<file path="src/rtl/output_scan_reader_pkg.sv">
// Shared types for the output-memory scan reader.
// Scan-mode encoding is common with the output memory.
package output_scan_reader_pkg;

  localparam int BEAT_W = 64;
  localparam int BEATS  = 8;

  typedef enum logic [1:0] {
    SCAN_IN  = 2'd0,
    LOAD     = 2'd1,
    WRITE    = 2'd2,
    SCAN_OUT = 2'd3
  } scan_mode_t;

  typedef enum logic [2:0] {
    IDLE,
    REQ,
    WAIT,
    SEND,
    DONE
  } state_t;

endpackage

</file>
<file path="src/rtl/wide_piso.sv">
// Wide parallel-in / serial-out register.
// Emits the low beat first; counts beats to flag the last.
module wide_piso #(
  parameter int BEAT_W = 64,
  parameter int BEATS  = 8
) (
  input  logic                      clk,
  input  logic                      reset,
  input  logic                      load,
  input  logic                      advance,
  input  logic [BEAT_W*BEATS-1:0]   data,
  output logic [BEAT_W-1:0]         beat,
  output logic                      last_beat
);

  localparam int CW = (BEATS > 1) ? $clog2(BEATS) : 1;

  logic [BEAT_W*BEATS-1:0] sr;
  logic [CW-1:0]           cnt;

  // Capture a word on load, shift one beat down per accepted beat.
  always_ff @(posedge clk) begin
    if (reset) begin
      sr  <= '0;
      cnt <= '0;
    end else if (load) begin
      sr  <= data;
      cnt <= '0;
    end else if (advance) begin
      sr  <= sr >> BEAT_W;
      cnt <= cnt + CW'(1);
    end
  end

  assign beat      = sr[BEAT_W-1:0];
  assign last_beat = (cnt == CW'(BEATS - 1));

endmodule

</file>
<file path="src/rtl/output_scan_reader.sv">
// Drains words from the output memory via its scan port
// and serializes each word onto a valid/ready beat stream.
module output_scan_reader #(
  parameter int BEAT_W = output_scan_reader_pkg::BEAT_W,
  parameter int BEATS  = output_scan_reader_pkg::BEATS
) (
  input  logic                    clk,
  input  logic                    reset,
  input  logic                    start,
  input  logic [7:0]              base_addr,
  input  logic [7:0]              word_count,
  output logic [1:0]              scan_mode,
  output logic [7:0]              scan_addr,
  input  logic [BEAT_W*BEATS-1:0] mem_scan_out,
  output logic [BEAT_W-1:0]       stream_data,
  output logic                    stream_valid,
  input  logic                    stream_ready,
  output logic                    stream_last,
  output logic                    busy,
  output logic                    done
);

  import output_scan_reader_pkg::*;

  state_t     state;
  state_t     state_nx;
  logic [7:0] addr;
  logic [7:0] words_left;
  logic       xfer;
  logic       piso_last;
  logic       final_word;
  logic       word_end;

  assign xfer       = stream_valid && stream_ready;
  assign final_word = (words_left == 8'd1);
  assign word_end   = xfer && piso_last;

  wide_piso #(
    .BEAT_W (BEAT_W),
    .BEATS  (BEATS)
  ) u_piso (
    .clk       (clk),
    .reset     (reset),
    .load      (state == WAIT),
    .advance   (xfer),
    .data      (mem_scan_out),
    .beat      (stream_data),
    .last_beat (piso_last)
  );

  // State register.
  always_ff @(posedge clk) begin
    if (reset) state <= IDLE;
    else       state <= state_nx;
  end

  // Next-state logic; start only matters in IDLE.
  always_comb begin
    state_nx = state;
    unique case (state)
      IDLE: begin
        if (start)
          state_nx = (word_count == 8'd0) ? DONE : REQ;
      end
      REQ:  state_nx = WAIT;
      WAIT: state_nx = SEND;
      SEND: begin
        if (word_end)
          state_nx = final_word ? DONE : REQ;
      end
      DONE:    state_nx = IDLE;
      default: state_nx = IDLE;
    endcase
  end

  // Word address and remaining-word count for the drain.
  always_ff @(posedge clk) begin
    if (reset) begin
      addr       <= 8'd0;
      words_left <= 8'd0;
    end else if (state == IDLE && start) begin
      addr       <= base_addr;
      words_left <= word_count;
    end else if (word_end) begin
      addr       <= addr + 8'd1;
      words_left <= words_left - 8'd1;
    end
  end

  // Moore outputs decoded from the state.
  always_comb begin
    scan_mode    = LOAD;
    scan_addr    = 8'd0;
    busy         = 1'b1;
    done         = 1'b0;
    stream_valid = 1'b0;
    unique case (state)
      IDLE: busy = 1'b0;
      REQ, WAIT: begin
        scan_mode = SCAN_OUT;
        scan_addr = addr;
      end
      SEND: begin
        scan_mode    = SCAN_OUT;
        scan_addr    = addr;
        stream_valid = 1'b1;
      end
      DONE:    done = 1'b1;
      default: busy = 1'b0;
    endcase
  end

  assign stream_last = stream_valid && piso_last && final_word;

endmodule

</file>
<file path="config.mk">
export PLATFORM = sky130hd
export DESIGN_NAME = output_scan_reader
export DESIGN_NICKNAME = d
export VERILOG_FILES = /design/src/rtl/output_scan_reader_pkg.sv /design/src/rtl/wide_piso.sv /design/src/rtl/output_scan_reader.sv
export SDC_FILE = /design/constraint.sdc
export NUM_CORES = 1
export LEC_CHECK = 0
export CORE_AREA = 2 2 238 240
export DETAILED_ROUTE_END_ITERATION = 10
export DIE_AREA = 0 0 240 242
export PLACE_DENSITY = 0.69
export SYNTH_ARGS = -nofsm -noshare
export SYNTH_HDL_FRONTEND = slang
export SYNTH_SLANG_ARGS = --single-unit
</file>
<file path="constraint.sdc">
create_clock -name clk -period 2.5 [get_ports clk]
set_input_delay 0.375 -clock clk [delete_from_list [all_inputs] [get_ports clk]]
set_output_delay 0.375 -clock clk [all_outputs]
set_load 0.03 [all_outputs]
</file>
==> run summary, run 1 <==
CP required: 2120 ps
synthesis-stage register bit count: 534
row count: 87
fraction of registers with async set/reset: 0%
die area: 58100 sq um
fin. max-slew vios: 0
Yosys top cell by area: dfxtp_1
CTS H-tree depth: 2
top post-synthesis cells by area: dfxtp_1, a311oi_1, nand2_1
Fin Clk Skew: 19.9 ps
failing checks: negative setup slack
I/O Buffers: 608
setup violators final: 1
Post-synth EDFFs: 0
final hold vios: 0
outcome: complete, but fails checks
drt wl/cell: 18.5 microns
final cell count without fillers: 4104
largest net degree at the start of global routing: 112
CTS max path bufs: 3
Ys Warns: 0
initial antenna violation count: 28
TritonRoute pass-1 iters: 5
CTS tree: yes
Vias/cell: 5.36
flop2flop setup slack: 370 ps
DRT Wirelength: 76100 microns
Top Metal Used: met5
startpoint types: flop
clk slew on worst S/H paths: 60 ps
fin crit share: 107%
Final WS setup: -184 ps
CTS Buf Count: 57
crit path DAT: 2310 ps
Post-Syn Area: 22700 sq um
Worst Hold Class: input pin to flop
final net count: 3816
Core Region: 55700 sq um
Syn Nets: 3410
I/O pin count: 610
WL met2: 34100 microns
Synth top cells by count: nand2_1, dfxtp_1, nor2_1
Clock Sinks: 534
Pwr Density: 800 nW/um^2
DP HPWL: 55400 microns
Yosys top cell area share: 47.2%
Worst slew margin: 59.5%
crit path time final: 2680 ps
M1 wire length: 34400 microns
Die H: 242 microns
Setup WS pre-CTS: 124 ps
Routability Congestion: 0.887
FMAX: 373 MHz
antenna viol nets, final: 0
max_cap viols: 0
die width: 240 microns
most frequent cell after synthesis: nand2_1
fraction of the yosys area taken by sequential cells: 47.2%
Initial Util: 40.7%
Post-Route Utilization: 56.0%
Clk Latency, worst-skew pair: 600 ps
root buffer cell: clkbuf_16
Max VDD drop: 0.000518 V
DR vias: 22.0k
Crit Path Category: flop to primary output
Inst Count DP: 3972
Synth-to-Final Area Change: 37.8%
Worst Path Max Fanout: 5
first-pass GRT wire length: 116000 microns
wire length on met3: 4840 microns
Syn Area/Cell: 7.89 sq um
GR Util All Layers: 24.9%
initial detailed-routing violation count: 1900
cells after synthesis: 2873
total power: 25.0 mW
Synth Flop Type: dfxtp_1
Unique masters post-synth: 53
DRC viols: 0
GRT overflow: 0
share of post-route cells with drive strength above 1: 5.95%
Leak Pwr: 10.5 nW
vias in the first global route: 20.8k
RSZ-0062 raised after global routing: yes
Setup crit end kind: primary output
actual slew at the worst max-slew pin: 607 ps
[registers in the layout (all words and copies together) (netlist names)]
| name | cells |
|---|---|
| addr | 8 |
| state | 3 |
| u_piso.cnt | 3 |
| u_piso.sr | 512 |
| words_left | 8 |
[worst paths after layout]
| check | to | depth (start not counted) | from |
|---|---|---|---|
| max reg2reg | u_piso.sr[367]$_SDFFE_PP0P_ | 5 | state[2]$_SDFFE_PP0P_ |
| min reg2reg | u_piso.sr[68]$_SDFFE_PP0P_ | 2 | u_piso.sr[132]$_SDFFE_PP0P_ |
| min | u_piso.sr[69]$_SDFFE_PP0P_ | 2 | reset |
| max | stream_last | 4 | words_left[4]$_SDFFE_PP0P_ |
[logic make-up (layout without fill, tap and decap cells)]
group           Yosys count  in the layout  synth area share, %
simple gates           1427           1427                 24.3
fa+ha+maj                 5              5                0.276
compound gates          553            553                 20.9
other cells               1             24               0.0165
buf+inv                 347            799                 7.11
xor+xnor                  4              4                0.155
mux                       2              2               0.0883
flops                   534            534                 47.2
[critical path: stages, from the launching register on]
cell	delay, ps
dfxtp_2	340
or4_4	530
or4b_4	520
nor3_2	130
buf_4	190
[cell usage in the layout, fill, tap and decap left out, types with 3 or more instances in the layout]
master	synthesis	layout
clkbuf_1	202	8
dfxtp_1	534	531
clkbuf_16	0	58
dlygate4sd2_1	0	11
o211ai_1	3	3
clkdlybuf4s50_1	0	594
nor2_1	524	523
a222oi_1	27	27
or3_1	3	3
bufinv_16	0	6
nand2_1	857	857
ha_1	5	5
inv_1	5	5
diode_2	0	23
clkinvlp_4	0	4
or3_2	3	3
a211oi_1	4	4
nand4_1	3	3
and3_1	3	3
a22oi_1	65	65
a21oi_1	8	8
buf_4	66	46
a311oi_1	425	425
clkbuf_8	0	17
dfxtp_2	0	3
nor3_1	6	5
a31oi_1	7	7
clkinv_2	0	9
and2_1	11	10
buf_12	0	35
[report_power, final]
group	leakage [nW]	internal [mW]	total [mW]	switching (mW)
logic	5.15	2.56	5.79	3.24
registers	4.38	9.63	10.3	0.689
clock network	0.983	5.37	8.88	3.51
total	10.5	17.5	25.0	7.44
[final cells by class]
| type | count | area, sq um |
|---|---|---|
| timing repair buffer | 688 | 7110 |
| sequential | 534 | 10700 |
| antenna | 23 | 57.6 |
| inverter | 6 | 22.5 |
| clock buffer | 83 | 1720 |
| clock inverter | 22 | 289 |
| fill | 5118 | 24500 |
| tap | 756 | 946 |
| multi-input combinational | 1992 | 10400 |
[repair_timing]
item / 4_1_cts / 5_1_grt
pin swaps: 2 / 0
hold buffers: 0 / 0
cloned: 0 / 0
gates resized for setup: 19 / 1
buffers inserted: 2 / 2
setup endpoints to repair: 13 / 7
[stage by stage]
stage | hold slack (ps) | TNS, ps | instance area, sq um
floorplan | 449 | 0 | 22700
global placement | 462 | 0 | 29100
detailed placement | 470 | 0 | 29100
CTS | 192 | -233 | 31100
global route | 251 | -259 | 31200
finish | 249 | -184 | 31200
[routing by layer]
| layer | vias up | global-route usage [%] |
|---|---|---|
| li1 | 10900 | - |
| met1 | 10200 | 34.3 |
| met2 | 754 | 37.4 |
| met3 | 148 | 4.55 |
| met4 | 10 | 11.9 |
| met5 | - | 0 |
(Power assumes the default switching activity.)
==> run 2: changes to the inputs <==
- ABC_CLOCK_PERIOD_IN_PS: unset -> 2500
==> results of run 2 <==
Same layout as run 1: the final DEF is identical, and so are final timing and power.
